## src/rtl/camera_config_seq_pkg.sv

```systemverilog
`default_nettype none
// ============================================================================
// Module      : camera_pkg
// Description : Shared constants, config-entry field layout and sequencer
//               state encoding for the camera configuration sequencer.
// Revision    : 1.0 - initial release
// ============================================================================
package camera_pkg;

    // Config ROM entry layout: {addr[7:0], value[7:0], rw}
    localparam int          c_ENTRY_W      = 17;
    localparam int          c_ADDR_MSB     = 16;
    localparam int          c_ADDR_LSB     = 9;
    localparam int          c_WDATA_MSB    = 8;
    localparam int          c_WDATA_LSB    = 1;
    localparam int          c_RW_BIT       = 0;

    // Special table entries (both carry rw=1)
    localparam logic [15:0] c_END_MARKER   = 16'hFFFF;
    localparam logic [15:0] c_DELAY_MARKER = 16'hF0F0;

    localparam int          c_INDEX_W      = 6;
    localparam logic [5:0]  c_LAST_INDEX   = 6'd63;

    typedef enum logic [3:0] {
        ST_IDLE   = 4'd0,
        ST_FETCH  = 4'd1,
        ST_DECODE = 4'd2,
        ST_ISSUE  = 4'd3,
        ST_WAIT   = 4'd4,
        ST_DELAY  = 4'd5,
        ST_NEXT   = 4'd6,
        ST_DONE   = 4'd7,
        ST_ERROR  = 4'd8
    } state_t;

    // True when the entry is the given 16-bit marker with rw=1
    function automatic logic is_marker(input logic [c_ENTRY_W-1:0] entry,
                                       input logic [15:0]          marker);
        return entry == {marker, 1'b1};
    endfunction

endpackage
`default_nettype wire

```

## src/rtl/camera_config_seq_if.sv

```systemverilog
`default_nettype none
// ============================================================================
// Module      : camera_config_seq_if
// Description : Request/completion bus between the configuration sequencer
//               (master) and the SCCB master engine (slave).
// Revision    : 1.0 - initial release
// ============================================================================
interface camera_config_seq_if;
    logic       sccb_req_o;
    logic [7:0] sccb_addr_o;
    logic [7:0] sccb_wdata_o;
    logic       sccb_rw_o;
    logic       sccb_done_i;
    logic       sccb_nack_i;
    logic [7:0] sccb_rdata_i;

    modport master (
        output sccb_req_o, sccb_addr_o, sccb_wdata_o, sccb_rw_o,
        input  sccb_done_i, sccb_nack_i, sccb_rdata_i
    );

    modport slave (
        input  sccb_req_o, sccb_addr_o, sccb_wdata_o, sccb_rw_o,
        output sccb_done_i, sccb_nack_i, sccb_rdata_i
    );
endinterface
`default_nettype wire

```

## src/rtl/cfg_delay_timer.sv

```systemverilog
`default_nettype none
// ============================================================================
// Module      : cfg_delay_timer
// Description : Loadable down-counter; expire_o is high on the last of
//               DELAY_CYCLES cycles following a load.
// Revision    : 1.0 - initial release
// ============================================================================
module cfg_delay_timer #(
    parameter int DELAY_CYCLES = 1200000
) (
    input  wire logic clk_i,
    input  wire logic rst_i,
    input  wire logic load_i,
    output logic      expire_o
);
    // A zero or negative length still waits one cycle
    localparam int c_CYCLES = (DELAY_CYCLES < 1) ? 1 : DELAY_CYCLES;
    localparam int c_CNT_W  = $clog2(c_CYCLES + 1);

    logic [c_CNT_W-1:0] r_count;
    logic               r_active;

    // Count down from the load value; drop out of the active phase on expiry
    always_ff @(posedge clk_i or posedge rst_i) begin
        if (rst_i) begin
            r_count  <= '0;
            r_active <= 1'b0;
        end else if (load_i) begin
            r_count  <= c_CNT_W'(c_CYCLES);
            r_active <= 1'b1;
        end else if (r_active) begin
            r_count <= r_count - c_CNT_W'(1);
            if (r_count == c_CNT_W'(1)) begin
                r_active <= 1'b0;
            end
        end
    end

    assign expire_o = r_active && (r_count == c_CNT_W'(1));
endmodule
`default_nettype wire

```

## src/rtl/camera_config_seq.sv

```systemverilog
`default_nettype none
// ============================================================================
// Module      : camera_config_seq
// Description : Walks an external config ROM and replays each entry as an
//               SCCB read/write, with delay markers, NACK retry and abort.
// Revision    : 1.0 - initial release
// ============================================================================
module camera_config_seq
    import camera_pkg::*;
#(
    parameter int DELAY_CYCLES = 1200000,
    parameter int MAX_RETRY    = 3
) (
    input  wire logic                 clk_i,
    input  wire logic                 rst_i,
    input  wire logic                 start_i,
    output logic [c_INDEX_W-1:0]      index_o,
    input  wire logic [c_ENTRY_W-1:0] rom_data_i,
    camera_config_seq_if.master       sccb,
    output logic                      rd_valid_o,
    output logic [7:0]                rd_data_o,
    output logic                      busy_o,
    output logic                      done_o,
    output logic                      err_o
);
    // Retry counter must reach MAX_RETRY+1 without wrapping
    localparam int                  c_RETRY_W   = $clog2(MAX_RETRY + 2);
    localparam logic [c_RETRY_W-1:0] c_MAX_RETRY = c_RETRY_W'(MAX_RETRY);

    state_t                 r_state;
    state_t                 w_next;
    logic [c_ENTRY_W-1:0]   r_entry;
    logic [c_RETRY_W-1:0]   r_retry;
    logic [c_RETRY_W-1:0]   w_retry_inc;
    logic                   w_timer_load;
    logic                   w_timer_expire;
    logic                   w_ack;
    logic                   w_nack;

    assign w_ack       = (r_state == ST_WAIT) && sccb.sccb_done_i && !sccb.sccb_nack_i;
    assign w_nack      = (r_state == ST_WAIT) && sccb.sccb_done_i &&  sccb.sccb_nack_i;
    assign w_retry_inc = r_retry + c_RETRY_W'(1);

    cfg_delay_timer #(
        .DELAY_CYCLES (DELAY_CYCLES)
    ) u_delay_timer (
        .clk_i    (clk_i),
        .rst_i    (rst_i),
        .load_i   (w_timer_load),
        .expire_o (w_timer_expire)
    );

    // State register
    always_ff @(posedge clk_i or posedge rst_i) begin
        if (rst_i) begin
            r_state <= ST_IDLE;
        end else begin
            r_state <= w_next;
        end
    end

    // Next-state decode and delay-timer load
    always_comb begin
        w_next       = r_state;
        w_timer_load = 1'b0;
        case (r_state)
            ST_IDLE, ST_DONE, ST_ERROR: begin
                if (start_i) w_next = ST_FETCH;
            end
            ST_FETCH:  w_next = ST_DECODE;
            ST_DECODE: begin
                if (is_marker(r_entry, c_END_MARKER)) begin
                    w_next = ST_DONE;
                end else if (is_marker(r_entry, c_DELAY_MARKER)) begin
                    w_next       = ST_DELAY;
                    w_timer_load = 1'b1;
                end else begin
                    w_next = ST_ISSUE;
                end
            end
            ST_ISSUE:  w_next = ST_WAIT;
            ST_WAIT: begin
                if (w_ack) begin
                    w_next = ST_NEXT;
                end else if (w_nack) begin
                    w_next = (w_retry_inc <= c_MAX_RETRY) ? ST_ISSUE : ST_ERROR;
                end
            end
            ST_DELAY: begin
                if (w_timer_expire) w_next = ST_NEXT;
            end
            ST_NEXT:   w_next = (index_o == c_LAST_INDEX) ? ST_DONE : ST_FETCH;
            default:   w_next = ST_IDLE;
        endcase
    end

    // Datapath: table index, latched entry, SCCB request and read capture
    always_ff @(posedge clk_i or posedge rst_i) begin
        if (rst_i) begin
            index_o           <= '0;
            r_entry           <= '0;
            r_retry           <= '0;
            sccb.sccb_req_o   <= 1'b0;
            sccb.sccb_addr_o  <= '0;
            sccb.sccb_wdata_o <= '0;
            sccb.sccb_rw_o    <= 1'b0;
            rd_valid_o        <= 1'b0;
            rd_data_o         <= '0;
        end else begin
            rd_valid_o <= 1'b0;
            case (r_state)
                ST_IDLE, ST_DONE, ST_ERROR: begin
                    if (start_i) begin
                        index_o <= '0;
                        r_retry <= '0;
                    end
                end
                ST_FETCH: r_entry <= rom_data_i;
                ST_ISSUE: begin
                    sccb.sccb_req_o   <= 1'b1;
                    sccb.sccb_addr_o  <= r_entry[c_ADDR_MSB:c_ADDR_LSB];
                    sccb.sccb_wdata_o <= r_entry[c_WDATA_MSB:c_WDATA_LSB];
                    sccb.sccb_rw_o    <= r_entry[c_RW_BIT];
                end
                ST_WAIT: begin
                    if (sccb.sccb_done_i) begin
                        // Dropping req on NACK too guarantees a low cycle before a retry
                        sccb.sccb_req_o <= 1'b0;
                        if (sccb.sccb_nack_i) begin
                            r_retry <= w_retry_inc;
                        end else if (!sccb.sccb_rw_o) begin
                            rd_valid_o <= 1'b1;
                            rd_data_o  <= sccb.sccb_rdata_i;
                        end
                    end
                end
                ST_NEXT: begin
                    r_retry <= '0;
                    if (index_o != c_LAST_INDEX) begin
                        index_o <= index_o + c_INDEX_W'(1);
                    end
                end
                default: ;
            endcase
        end
    end

    assign busy_o = !((r_state == ST_IDLE) || (r_state == ST_DONE) || (r_state == ST_ERROR));
    assign done_o = (r_state == ST_DONE);
    assign err_o  = (r_state == ST_ERROR);
endmodule
`default_nettype wire

```

## src/flat_wrapper.sv

```systemverilog
// flat-port wrapper written by rule: the top's interface ports become plain ports
module camera_config_seq_flat import camera_pkg::*;
#(
    parameter int DELAY_CYCLES = 1200000,
    parameter int MAX_RETRY    = 3
)
  (clk_i, rst_i, start_i, index_o, rom_data_i, rd_valid_o, rd_data_o, busy_o, done_o, err_o, sccb_sccb_req_o, sccb_sccb_addr_o, sccb_sccb_wdata_o, sccb_sccb_rw_o, sccb_sccb_done_i, sccb_sccb_nack_i, sccb_sccb_rdata_i);
  camera_config_seq_if sccb_i ();
  input  wire logic clk_i;
  input  wire logic rst_i;
  input  wire logic start_i;
  output logic [c_INDEX_W-1:0] index_o;
  input  wire logic [c_ENTRY_W-1:0] rom_data_i;
  output logic rd_valid_o;
  output logic [7:0] rd_data_o;
  output logic busy_o;
  output logic done_o;
  output logic err_o;
  output wire logic [$bits(sccb_i.sccb_req_o)-1:0] sccb_sccb_req_o;
  output wire logic [$bits(sccb_i.sccb_addr_o)-1:0] sccb_sccb_addr_o;
  output wire logic [$bits(sccb_i.sccb_wdata_o)-1:0] sccb_sccb_wdata_o;
  output wire logic [$bits(sccb_i.sccb_rw_o)-1:0] sccb_sccb_rw_o;
  input wire logic [$bits(sccb_i.sccb_done_i)-1:0] sccb_sccb_done_i;
  input wire logic [$bits(sccb_i.sccb_nack_i)-1:0] sccb_sccb_nack_i;
  input wire logic [$bits(sccb_i.sccb_rdata_i)-1:0] sccb_sccb_rdata_i;
  assign sccb_sccb_req_o = sccb_i.sccb_req_o;
  assign sccb_sccb_addr_o = sccb_i.sccb_addr_o;
  assign sccb_sccb_wdata_o = sccb_i.sccb_wdata_o;
  assign sccb_sccb_rw_o = sccb_i.sccb_rw_o;
  assign sccb_i.sccb_done_i = sccb_sccb_done_i;
  assign sccb_i.sccb_nack_i = sccb_sccb_nack_i;
  assign sccb_i.sccb_rdata_i = sccb_sccb_rdata_i;
  camera_config_seq #(.DELAY_CYCLES(DELAY_CYCLES), .MAX_RETRY(MAX_RETRY)) u_core (.clk_i(clk_i), .rst_i(rst_i), .start_i(start_i), .index_o(index_o), .rom_data_i(rom_data_i), .sccb(sccb_i), .rd_valid_o(rd_valid_o), .rd_data_o(rd_data_o), .busy_o(busy_o), .done_o(done_o), .err_o(err_o));
endmodule
```

## config.mk

```make
export PLATFORM = sky130hd
export DESIGN_NAME = camera_config_seq_flat
export DESIGN_NICKNAME = d
export VERILOG_FILES = /design/src/rtl/camera_config_seq_pkg.sv /design/src/rtl/camera_config_seq_if.sv /design/src/rtl/cfg_delay_timer.sv /design/src/rtl/camera_config_seq.sv /design/src/flat_wrapper.sv
export SDC_FILE = /design/constraint.sdc
export NUM_CORES = 1
export LEC_CHECK = 0
export ABC_AREA = 1
export CAP_MARGIN = 25
export CORE_MARGIN = 5
export CORE_UTILIZATION = 45
export CTS_CLUSTER_DIAMETER = 30
export CTS_CLUSTER_SIZE = 40
export DETAILED_ROUTE_END_ITERATION = 10
export MAX_ROUTING_LAYER = met4
export PLACE_DENSITY = 0.79
export SLEW_MARGIN = 20
export SYNTH_ARGS = -nofsm -noshare
export SYNTH_HDL_FRONTEND = slang
export SYNTH_SLANG_ARGS = --single-unit
```

## constraint.sdc

```tcl
create_clock -name clk_i -period 2.28 [get_ports clk_i]
set_input_delay 0.342 -clock clk_i [delete_from_list [all_inputs] [get_ports clk_i]]
set_output_delay 0.342 -clock clk_i [all_outputs]
set_load 0.05 [all_outputs]
```

==> impl_metrics.prom <==
# TYPE chip_impl_metric gauge
chip_impl_info{name="outcome",value="finished, final reports clean"} 1
chip_impl_metric{name="synth_warnings",unit=""} 0
chip_impl_metric{name="worst_clock_skew",unit="ns"} 0.0101
chip_impl_info{name="hold_class",value="input pin to asynchronous set/reset pin"} 1
chip_impl_metric{name="place.detailed.hpwl",unit="um"} 6540
chip_impl_metric{name="total_leakage_power",unit="nW"} 2.50
chip_impl_metric{name="hold_ws",unit="ns"} 0.384
chip_impl_metric{name="std_cell_rows",unit=""} 34
chip_impl_metric{name="vias_per_cell",unit=""} 4.95
chip_impl_metric{name="irDropWorstVdd",unit="V"} 0.000840
chip_impl_metric{name="cp_data_required_time",unit="ns"} 1.94
chip_impl_metric{name="fp.coreArea",unit="um^2"} 8640
chip_impl_info{name="critical-path-slowest-cell",value="sky130_fd_sc_hd__dfrtp_1"} 1
chip_impl_metric{name="numPortBuffers",unit=""} 65
chip_impl_metric{name="tightest_slew",unit="ns"} 0.565
chip_impl_metric{name="worst-path-max-fanout",unit=""} 6
chip_impl_metric{name="powerDensity",unit="nW/um^2"} 1180
chip_impl_metric{name="syn_to_final_growth",unit="%"} 25.0
chip_impl_metric{name="initial_core_util",unit="%"} 45.9
chip_impl_metric{name="setup-violations-final",unit=""} 0
chip_impl_metric{name="timing.final.crit_share",unit="%"} 88.7
chip_impl_metric{name="post_cts_resize_count",unit=""} 1
chip_impl_metric{name="grt_overflow_total",unit=""} 0
chip_impl_info{name="cts.root.buffer_cell",value="sky130_fd_sc_hd__clkbuf_8"} 1
chip_impl_metric{name="via_count_of_the_first_global_routing_pass",unit=""} 3387
chip_impl_metric{name="fmax",unit="GHz"} 0.494
chip_impl_metric{name="cts_max_path_bufs",unit=""} 2
chip_impl_metric{name="relSlewSlack",unit="%"} 62.3
chip_impl_metric{name="synth.lib_cells_used.distinct",unit=""} 37
chip_impl_metric{name="drt-wirelength-per-cell",unit="um"} 12.4
chip_impl_info{name="critical_path.startpoint",value="u_core.r_state[1]"} 1
chip_impl_metric{name="clk_pin_slew",unit="ns"} 0.08
chip_impl_metric{name="synthesis.area_per_instance",unit="um^2"} 7.84
chip_impl_metric{name="cts.repair_timing.setup_buffer_count",unit=""} 0
chip_impl_metric{name="final_critical_path_required_period",unit="ns"} 2.02
chip_impl_metric{name="timing.critical_path.slowest_cell_delay",unit="ns"} 0.44
chip_impl_metric{name="clkSinkCount",unit=""} 79
chip_impl_metric{name="post-route-drc-count",unit=""} 0
chip_impl_metric{name="antenna_cells",unit=""} 0
chip_impl_metric{name="postRouteWirelength",unit="um"} 8530
chip_impl_metric{name="clock_latency",unit="ns"} 0.36
chip_impl_metric{name="global_route_wire_length_before_repair",unit="um"} 15000
chip_impl_metric{name="fin_tns_setup",unit="ns"} 0
chip_impl_metric{name="die-width",unit="um"} 104
chip_impl_metric{name="final_max_slew_viol_count",unit=""} 0
chip_impl_metric{name="overall_via_count_from_detail_route",unit=""} 3417
chip_impl_metric{name="routabilityCongestion",unit=""} 0.873
chip_impl_info{name="critPathLaunchType",value="flip-flop"} 1
chip_impl_info{name="cts_tree",value="built"} 1
chip_impl_metric{name="die_area",unit="um^2"} 10800
chip_impl_metric{name="layout-drive-gt1-share",unit="%"} 8.93
chip_impl_metric{name="maxCapViolations",unit=""} 0
chip_impl_metric{name="antenna_violations_before_repair",unit=""} 0
chip_impl_metric{name="postCtsHoldBufs",unit=""} 0
chip_impl_info{name="rsz0062_at_grt",value="false"} 1
chip_impl_metric{name="grt_util_all_layers",unit="%"} 16.9
chip_impl_metric{name="nNetsFinal",unit=""} 613
chip_impl_metric{name="pin_count",unit=""} 66
chip_impl_metric{name="syn-instance-count",unit=""} 506
chip_impl_metric{name="netlist_area",unit="um^2"} 3970
chip_impl_metric{name="initialDrtViolationCount",unit=""} 196
chip_impl_info{name="reg2reg_from",value="u_core.u_delay_timer.r_count[1]"} 1
chip_impl_metric{name="hold_viol",unit=""} 0
chip_impl_metric{name="die-height",unit="um"} 104
chip_impl_info{name="critical_path_class",value="flip-flop to output pin"} 1
chip_impl_metric{name="drt_pass1_iterations",unit=""} 4
chip_impl_metric{name="cts-buffers-inserted",unit=""} 9
chip_impl_metric{name="syn-num-nets",unit=""} 541
chip_impl_metric{name="cts_htree_levels",unit=""} 3
chip_impl_metric{name="critPathArrivalTime",unit="ns"} 1.68
chip_impl_metric{name="yosysSeqAreaShare",unit="%"} 49.8
chip_impl_info{name="ordered_list_of_cells_on_the_worst_path",value="nor2_2 > nand2_1 > o21ai_4 > inv_1 > dlygate4sd2_1"} 1
chip_impl_metric{name="grt_start_max_net_pins",unit=""} 31
chip_impl_metric{name="ys_seq_elements",unit=""} 79
chip_impl_metric{name="drt.antenna.violating_nets",unit=""} 0
chip_impl_info{name="setup.worst_path.end_class",value="output pin"} 1
==> registers in the layout (all words and copies together) (netlist names) <==
signal                         count
u_core.u_delay_timer.r_active      1
u_core.sccb.sccb_addr_o            8
u_core.r_retry                     3
u_core.u_delay_timer.r_count      21
u_core.rd_data_o                   8
u_core.sccb.sccb_wdata_o           8
u_core.sccb.sccb_rw_o              1
u_core.r_entry                    17
u_core.index_o                     6
u_core.rd_valid_o                  1
u_core.sccb.sccb_req_o             1
u_core.r_state                     4
==> power breakdown <==
| part | internal, mW | switching (mW) |
|---|---|---|
| logic | 0.877 | 1.80 |
| clock network | 0.530 | 0.522 |
| registers | 1.81 | 0.295 |
| total | 3.22 | 2.61 |
==> cells in the mapped netlist <==
cell | count | area share [%]
sky130_fd_sc_hd__xnor2_1 | 2 | 0.44
sky130_fd_sc_hd__nor3_1 | 3 | 0.38
sky130_fd_sc_hd__mux2_2 | 5 | 1.4
sky130_fd_sc_hd__clkinv_2 | 1 | 0.13
sky130_fd_sc_hd__or2_0 | 1 | 0.16
sky130_fd_sc_hd__nand3_1 | 26 | 3.3
sky130_fd_sc_hd__a21oi_4 | 1 | 0.41
sky130_fd_sc_hd__dfrtp_1 | 79 | 50
sky130_fd_sc_hd__nand2_1 | 158 | 15
sky130_fd_sc_hd__nor2_4 | 2 | 0.57
sky130_fd_sc_hd__nand4_2 | 1 | 0.32
sky130_fd_sc_hd__nor3b_1 | 1 | 0.19
sky130_fd_sc_hd__nor3_2 | 1 | 0.25
sky130_fd_sc_hd__a21oi_1 | 18 | 2.3
sky130_fd_sc_hd__and2_1 | 1 | 0.16
sky130_fd_sc_hd__nand4_1 | 11 | 1.7
sky130_fd_sc_hd__buf_2 | 3 | 0.38
sky130_fd_sc_hd__or2_2 | 1 | 0.16
sky130_fd_sc_hd__clkbuf_1 | 3 | 0.28
sky130_fd_sc_hd__o21ai_0 | 23 | 2.9
sky130_fd_sc_hd__xor2_1 | 5 | 1.1
sky130_fd_sc_hd__o21ai_4 | 1 | 0.41
sky130_fd_sc_hd__inv_2 | 4 | 0.38
sky130_fd_sc_hd__nand3_4 | 1 | 0.44
sky130_fd_sc_hd__nand3b_1 | 1 | 0.19
sky130_fd_sc_hd__nor2_1 | 72 | 6.8
sky130_fd_sc_hd__and2_0 | 1 | 0.16
sky130_fd_sc_hd__nand3_2 | 3 | 0.76
sky130_fd_sc_hd__inv_1 | 56 | 5.3
sky130_fd_sc_hd__nand2_2 | 3 | 0.47
sky130_fd_sc_hd__buf_4 | 1 | 0.19
sky130_fd_sc_hd__o21ai_1 | 2 | 0.25
sky130_fd_sc_hd__nor2_2 | 7 | 1.1
sky130_fd_sc_hd__ha_1 | 5 | 1.6
sky130_fd_sc_hd__o31ai_1 | 1 | 0.19
sky130_fd_sc_hd__buf_6 | 1 | 0.28
sky130_fd_sc_hd__and3_1 | 1 | 0.16
==> critical path, delay by kind of cell (launching register included) <==
family	cells	cell delay, ns
buffers and inverters	2	0.47
AO/OA/AOI/OAI	1	0.11
flip-flops	1	0.44
AND/OR/NAND/NOR	2	0.30
==> layout make-up <==
type / instances / area, um^2
clock buffer: 10 / 138
clock inverter: 5 / 56.3
fill: 764 / 3680
inverter: 61 / 234
multi-input combinational: 358 / 1710
sequential: 79 / 1980
tap: 108 / 135
timing repair buffer: 69 / 704
==> cells in the final DEF (no fill, tap or decap), drive strengths merged, types with 10 or more instances in the layout <==
| master | instances |
|---|---|
| nand4 | 12 |
| dfrtp | 79 |
| clkdlybuf4s50 | 62 |
| a21oi | 19 |
| clkbuf | 10 |
| inv | 60 |
| nand2 | 161 |
| o21ai | 26 |
| nand3 | 30 |
| nor2 | 81 |
==> routing by layer <==
metal	global-route usage, %	up-vias	wire [um]
li1	-	1733	-
met1	21.0	1595	3910
met2	27.4	70	4130
met3	4.03	19	344
met4	5.46	0	140
met5	-	-	0
==> path summary, 6_finish.rpt <==
path	end	slack (ns)	cells past startpoint
worst max-delay path	busy_o	0.26	5
worst min-delay path	u_core.rd_data_o[2]	0.38	2
worst max register to register	u_core.u_delay_timer.r_count[20]	0.64	11
worst min register to register	u_core.rd_data_o[3]	0.48	2
max in group asynchronous	u_core.r_state[1]	1.38	3
min in group clk_i	u_core.rd_data_o[3]	0.48	2
==> logic make-up (layout without fill, tap and decap cells) <==
| family | Yosys count | count (layout) | share of synthesized area, % |
|---|---|---|---|
| buffers and inverters | 69 | 145 | 6.94 |
| adder cells (fa/ha/maj) | 5 | 5 | 1.58 |
| flip-flops | 79 | 79 | 49.8 |
| multiplexers | 5 | 5 | 1.42 |
| XOR/XNOR | 7 | 7 | 1.55 |
| AO/OA/AOI/OAI | 46 | 46 | 6.44 |
| AND/OR/NAND/NOR | 295 | 295 | 32.2 |
==> per-stage QoR <==
stage	worst slack (ns)	power [mW]	cell area (um^2)	util, %	instances
final	0.257	5.83	4960	57.4	690
after global routing	0.162	6.22	4960	57.4	690
after CTS	0.0316	5.89	4960	57.4	690
after detailed placement	0.358	4.83	4760	55.2	675
after global placement	0.398	4.76	4760	55.2	675
after floorplan	0.617	3.98	3970	-	506
Power figures use the tool's default switching activity.
